--- src/rtl/addsub_seq.sv ---
// Slice-serial add/subtract/accumulate unit: SLICE bits per clock, WIDTH/SLICE cycles per op.
// Results and flags are registered and change only on the edge that enters DONE.
module addsub_seq #(
    parameter int WIDTH = 8,
    parameter int SLICE = 4
) (
    input  logic             clk,
    input  logic             rst_n,
    input  logic             start,
    input  logic [1:0]       op,
    input  logic [WIDTH-1:0] a,
    input  logic [WIDTH-1:0] b,
    output logic             busy,
    output logic             done,
    output logic [WIDTH-1:0] sum,
    output logic             carryout,
    output logic             overflow,
    output logic             zero
);
    localparam int N  = WIDTH / SLICE;
    localparam int KW = (N > 1) ? $clog2(N) : 1;

    typedef enum logic [1:0] {IDLE, RUN, DONE} state_t;

    state_t           state_reg;
    logic [WIDTH-1:0] a_reg;
    logic [WIDTH-1:0] b_reg;
    logic [WIDTH-1:0] shadow_reg;
    logic [WIDTH-1:0] acc_reg;
    logic             carry_reg;
    logic             acc_wr_reg;
    logic [KW-1:0]    k_reg;

    logic [SLICE-1:0] a_slice [N];
    logic [SLICE-1:0] b_slice [N];
    logic [SLICE:0]   slice_full;
    logic             msb_cin;
    logic             last;
    logic [WIDTH-1:0] result_next;

    for (genvar gi = 0; gi < N; gi++) begin : g_slice
        assign a_slice[gi] = a_reg[gi*SLICE +: SLICE];
        assign b_slice[gi] = b_reg[gi*SLICE +: SLICE];
    end

    always_comb begin
        slice_full  = {1'b0, a_slice[k_reg]} + {1'b0, b_slice[k_reg]} + {{SLICE{1'b0}}, carry_reg};
        // Carry into the slice MSB recovered from the MSB sum bit and its two operand bits.
        msb_cin     = slice_full[SLICE-1] ^ a_slice[k_reg][SLICE-1] ^ b_slice[k_reg][SLICE-1];
        last        = (k_reg == KW'(N - 1));
        result_next = shadow_reg;
        result_next[k_reg*SLICE +: SLICE] = slice_full[SLICE-1:0];
    end

    always_ff @(posedge clk) begin
        if (!rst_n) begin
            state_reg  <= IDLE;
            busy       <= 1'b0;
            done       <= 1'b0;
            sum        <= '0;
            carryout   <= 1'b0;
            overflow   <= 1'b0;
            zero       <= 1'b1;
            acc_reg    <= '0;
            a_reg      <= '0;
            b_reg      <= '0;
            shadow_reg <= '0;
            carry_reg  <= 1'b0;
            acc_wr_reg <= 1'b0;
            k_reg      <= '0;
        end else begin
            done <= 1'b0;
            case (state_reg)
                IDLE, DONE: begin
                    if (start) begin
                        a_reg      <= (op == 2'b10) ? acc_reg : a;
                        b_reg      <= (op == 2'b01) ? ~b : ((op == 2'b11) ? '0 : b);
                        carry_reg  <= (op == 2'b01);
                        acc_wr_reg <= op[1];
                        k_reg      <= '0;
                        busy       <= 1'b1;
                        state_reg  <= RUN;
                    end else begin
                        state_reg <= IDLE;
                    end
                end
                RUN: begin
                    shadow_reg <= result_next;
                    carry_reg  <= slice_full[SLICE];
                    k_reg      <= k_reg + KW'(1);
                    if (last) begin
                        sum       <= result_next;
                        carryout  <= slice_full[SLICE];
                        overflow  <= msb_cin ^ slice_full[SLICE];
                        zero      <= (result_next == '0);
                        done      <= 1'b1;
                        busy      <= 1'b0;
                        state_reg <= DONE;
                        if (acc_wr_reg) begin
                            acc_reg <= result_next;
                        end
                    end
                end
                default: state_reg <= IDLE;
            endcase
        end
    end
endmodule

--- config.mk ---
export PLATFORM = sky130hd
export DESIGN_NAME = addsub_seq
export DESIGN_NICKNAME = d
export VERILOG_FILES = /design/src/rtl/addsub_seq.sv
export SDC_FILE = /design/constraint.sdc
export NUM_CORES = 1
export LEC_CHECK = 0
export ABC_AREA = 0
export CAP_MARGIN = 10
export CORE_MARGIN = 5
export CORE_UTILIZATION = 53
export DETAILED_ROUTE_END_ITERATION = 10
export GPL_ROUTABILITY_DRIVEN = 0
export MAX_ROUTING_LAYER = met4
export PLACE_DENSITY_LB_ADDON = 0.25
export SLEW_MARGIN = 0
export SYNTH_ARGS = -nofsm -noshare
export SYNTH_HDL_FRONTEND = slang
export SYNTH_SLANG_ARGS = --single-unit
--- constraint.sdc ---
create_clock -name clk -period 3.1 [get_ports clk]
set_clock_uncertainty 0.15 [all_clocks]
set_input_delay 0.62 -clock clk [delete_from_list [all_inputs] [get_ports clk]]
set_output_delay 0.62 -clock clk [all_outputs]
set_load 0.03 [all_outputs]
Yosys cells after proc, flatten, opt, wreduce, memory -nomap -nowiden:

Cells that the tools add are included.

* add/subtract/negate cells: 4
* shift-type cells: 2
* reductions and logical operators: 10
* mux-type cells: 21
* bitwise gates (word level): 5
* order comparisons: 1
* equality and inequality tests: 7

Operators by type and width (number)
* negator 3 -> 34 bit: 1
* variable shift 4 x 34 -> 8 bit, first input constant: 1
* variable part select 4 x 34 -> 8 bit: 1
* 2-to-1 mux 4 bit: 6
* 2-to-1 mux 8 bit: 3
* bitwise mux 8 bit: 1
* logical NOT 8 bit: 1
* inverter 8 bit: 1
* AND reduction 2 bit: 4
* equality test 2 bit, second input constant: 3
* 2-to-1 mux 1 bit: 6
* one-hot mux 1 bit (2 select lines): 3
* AND reduction 3 bit: 2
* adder 4 x 4 -> 5 bit: 1
* adder 5 x 1 -> 5 bit: 1
* equality test 2 x 1 -> 1 bit, second input constant: 2
* != test 2 bit, second input constant: 2
* one-hot mux 2 bit (2 select lines): 1
* bitwise XOR 1 bit: 3
* >= comparator 2 bit, second input constant: 1
* logical NOT 2 bit: 1
* 2-to-1 mux 2 bit: 1
* inverter 1 -> 2 bit: 1
* nonzero test 2 bit: 1
* 2 further kinds: 2

* output and inout bits: 13
* input port bits: 21
* word-level logic and storage cells: 64
* register bits: 50

Logic depth before layout (Yosys ltp):

* depth after elaboration: 9
* mapped depth: 10
* mapped depth without buffers: 9

Least setup slack after synthesis:

OpenSTA, ideal clock, no wires.

* path type: reg2reg
* from: reg k_reg
* to: reg overflow
* slack: 0.584 ns
* setup time: 0.120 ns
* data required time: 2.830 ns
* cell stages (with the launch flop): 11
* path buffers: 1
* clock period less this slack: 2.516 ns
* arrival time: 2.246 ns
* cell sequence: dfxtp_1 -> buf_2 -> mux2i_1 -> fa_1 -> inv_1 -> fa_1 -> a21o_1 -> a21oi_1 -> xnor2_1 -> xnor2_1 -> a21oi_1

* word-level cells in the longest chain between the ends: 9
* elaborated cells on any way between the ends: 13
* those cells by class: add/sub (2); mux (6); bitwise (4); reduce/logical (1)

RTL lines
* from (decl): line 32 `logic [KW-1:0] k_reg;`
* from (signal assigned): line 90 `k_reg <= k_reg + KW'(1);`
* inverter 1 -> 2 bit (not written as such): line 47, 49
* 2-to-1 mux 4 bit (not written as such) (3 in series): line 47, 49
* adder 4 x 4 -> 5 bit: line 47 `slice_full = {1'b0, a_slice[k_reg]} + {1'b0, b_slice[k_reg]} + {{SLICE{1'b0}}, carry_reg};`
* adder 5 x 1 -> 5 bit: line 47
* bitwise XOR 1 bit (2 in series): line 49 `msb_cin = slice_full[SLICE-1] ^ a_slice[k_reg][SLICE-1] ^ b_slice[k_reg][SLICE-1];`
* bitwise XOR 1 bit: line 94 `overflow <= msb_cin ^ slice_full[SLICE];`
* to (signal assigned): line 94
* to (decl): line 17 `output logic overflow,`

Parallel ways exist; a longest one is shown, timed or not. The select of a mux whose other input is x is not followed.
A chain may end at the register's enable or synchronous reset.

Worst setup path in the final report:

Ends and elaborated chain as after synthesis.

==> metrics.csv <==
stage,metric,value,unit
placed_design,dpl cells,295,
power_and_ir_drop,total power draw,1.27,mW
timing,max-slew violation count,0,
synthesis,largest area contributor in the netlist,dfxtp_1,
min_path,HP Start,acc_reg[2],
setup_path,R2R setup slack,240,ps
floorplan,Die Ht,73.9,µm
setup_path,R2R depth,9,
synthesis,post-synthesis cell area,2160,µm²
grt,largest net degree at the start of global routing,33,
placed_design,DP Wirelength,3030,µm
layout,Post-Layout Cell Count,303,
setup_path,Worst Path Required,3110,ps
timing,setup_tns,0,ps
power_and_ir_drop,Max VDD drop,0.225,mV
clock_tree,clock latency on the worst-skew pair,290,ps
synthesis,Synth top area share,42.6,%
layout,proportion of layout cells with a drive suffix above 1,9.88,%
clock_tree,CTS buffer count,5,
synthesis,synth unique cells,35,
min_path,Worst Hold Depth,2,
clock_tree,buffer count from post-CTS setup fixing,0,
power_and_ir_drop,LEAKAGE,1.11,nW
synthesis,"top cells by area, synth","dfxtp_1, mux2i_1, nand2_1",
layout,final core utilization,64.9,%
run,max_cap viols,0,
timing,Final period util,92.2,%
floorplan,starting density of the core,54.4,%
outcome,status,completed,
grt,grt total ovfl,0,
setup_path,reg2reg start,k_reg,
clock_tree,Root Driver,clkbuf_8,
route,# DRC,0,
synthesis,Post-Syn Instances,226,
route,final wirelength,4180,µm
placed_design,dpl cell area,2490,µm²
route,via count,1602,
route,First-pass DRT Iterations,4,
layout,Layout area overhead,19.3,%
floorplan,core box area,3970,µm²
setup_path,Worst Path Arrival,2870,ps
floorplan,IO Pins,34,
timing,unrepaired setup endpoints after global routing,false,
power_and_ir_drop,pwr/cell area,491,nW/µm²
floorplan,Die Width,73.9,µm
synthesis,"Avg Cell Area, Syn",9.56,µm²
clock_tree,clk buf depth,2,
setup_path,Worst setup SP type,flop,
grt,first-pass GRT wire length,6820,µm
floorplan,die area,5450,µm²
clock_tree,CTS sink count,46,
setup_path,Critical Path Fanout Max,14,
layout,post-route cell area,2580,µm²
layout,Antenna Cells,0,
grt,initial antenna violation count,0,
route,1st-iter DRT viols,84,
timing,min Tclk post-route,2860,ps
route,routed len/inst,13.8,µm
placed_design,Buffers on Ports,33,
clock_tree,"Reg clk slew, reported paths",80,ps
clock_tree,CTS tree,yes,
clock_tree,post-cts resize count,0,
grt,vias in the first global route,1496,
synthesis,Post-Syn Nets,252,
timing,Hold Fails Final Rpt,0,
setup_path,worst r2r dst,overflow,
clock_tree,hold_buf cts,0,
floorplan,# rows,23,
min_path,Min-Delay Endpoint,acc_reg[2],
route,DR vias/cell,5.29,
timing,Worst Max-Slew Pin Slew,660,ps
timing,Final setup viols,0,
min_path,worst min-delay path class,reg2reg,
layout,nets,278,
synthesis,"flops & latches, synth",46,
synthesis,"Seq/Total Area, Yosys",42.6,%
clock_tree,CTS H-tree lvls,2,
timing,fmax,350,MHz
setup_path,CP endpoint kind,flop,
synthesis,Ys Warns,0,
timing,Max-slew headroom,55.9,%
route,post-route ant nets,0,
grt,GRT Total Usage,16.6,%
setup_path,CP Class,reg2reg,
==> metrics by stage <==
stage | setup slack, ps | hold WS, ps
CTS | 236 | 308
floorplan | 584 | 284
detailed placement | 265 | 296
global placement | 373 | 292
finish | 240 | 303
global route | 68.9 | 337
==> cell families (layout without fill, tap and decap cells) <==
kind of cell               after synthesis  count (layout)  synth area share [%]
xor gates and xnor gates                 7               7                  3.18
and+or+nand+nor                         74              74                  15.9
AOI/OAI and AO/OA                       49              49                  18.0
buffers and inverters                   20              47                  4.69
muxes                                   25              25                  12.1
DFF                                     46              46                  42.6
adders and majority gates                5               5                  3.59
==> metal layers <==
metal	share of wire (%)	vias to the layer above	track usage, %
li1	-	830	-
met5	0	-	-
met4	0.53	0	4.83
met2	46	30	26.0
met1	50	738	21.9
met3	4.4	4	2.87
==> worst max-delay path by stage <==
stage | slack [ps] | start | cells after the start | endpoint
2_1_floorplan | 580 | k_reg | 10 | overflow
3_3_place_gp | 370 | k_reg | 9 | overflow
3_5_place_dp | 270 | k_reg | 9 | overflow
4_1_cts | 240 | k_reg | 9 | overflow
5_1_grt | 70 | k_reg | 9 | overflow
6_report | 240 | k_reg | 9 | overflow
==> cells in the mapped netlist <==
master    instances
nor2_1           19
nor4_1            1
inv_1             3
nor3b_1           1
o21ai_0           1
fa_1              2
buf_2             9
xnor2_1           6
dfxtp_1          46
xnor2_2           1
o211a_1          13
and3b_1           1
a21boi_1          3
a21oi_1           8
a211oi_1          7
o21a_1            1
mux2_2            9
and2_4            1
clkbuf_1          6
ha_1              3
a211oi_2          2
a21o_1            2
nand2_1          37
nand3b_1          2
nand2b_1          7
a31oi_1           1
nor2b_1           2
o211ai_1          5
mux2i_1          16
nor3b_2           1
a21boi_0          5
and2b_1           1
a211o_1           1
nor3_2            1
buf_6             2
==> worst max-delay path, cell delays in order, from the launching register on <==
cell and delay, ps:
dfxtp_1 700, mux2i_1 310, fa_1 210, inv_1 60, fa_1 400, a21o_1 200, a21oi_1 300, xnor2_1 170
xnor2_1 140, a21oi_1 80
==> placed cells by master (no fill, tap or decap), types with 5 or more instances in the layout <==
cell type	instances
nand2b_1	7
a21oi_1	8
nor2_1	19
a21boi_0	5
nand2_1	37
o211ai_1	5
mux2i_1	16
a211oi_1	7
mux2_2	9
clkbuf_8	6
clkdlybuf4s50_1	33
o211a_1	13
xnor2_1	6
dfxtp_1	46
==> power breakdown <==
group / switching [mW] / total, mW / internal, mW
combinational: 0.121 / 0.243 / 0.122
clock: 0.190 / 0.370 / 0.180
sequential: 0.0290 / 0.653 / 0.624
total: 0.340 / 1.27 / 0.925
==> cell type report <==
class                           count  area [µm²]
Tap cell                           50        62.6
Sequential cell                    46         921
Timing Repair Buffer               36         353
Clock buffer                        7        86.3
Multi-Input combinational cell    160        1140
Clock inverter                      1        5.00
Fill cell                         353        1390
Inverter                            3        11.3
Power figures use the tool's default switching activity.
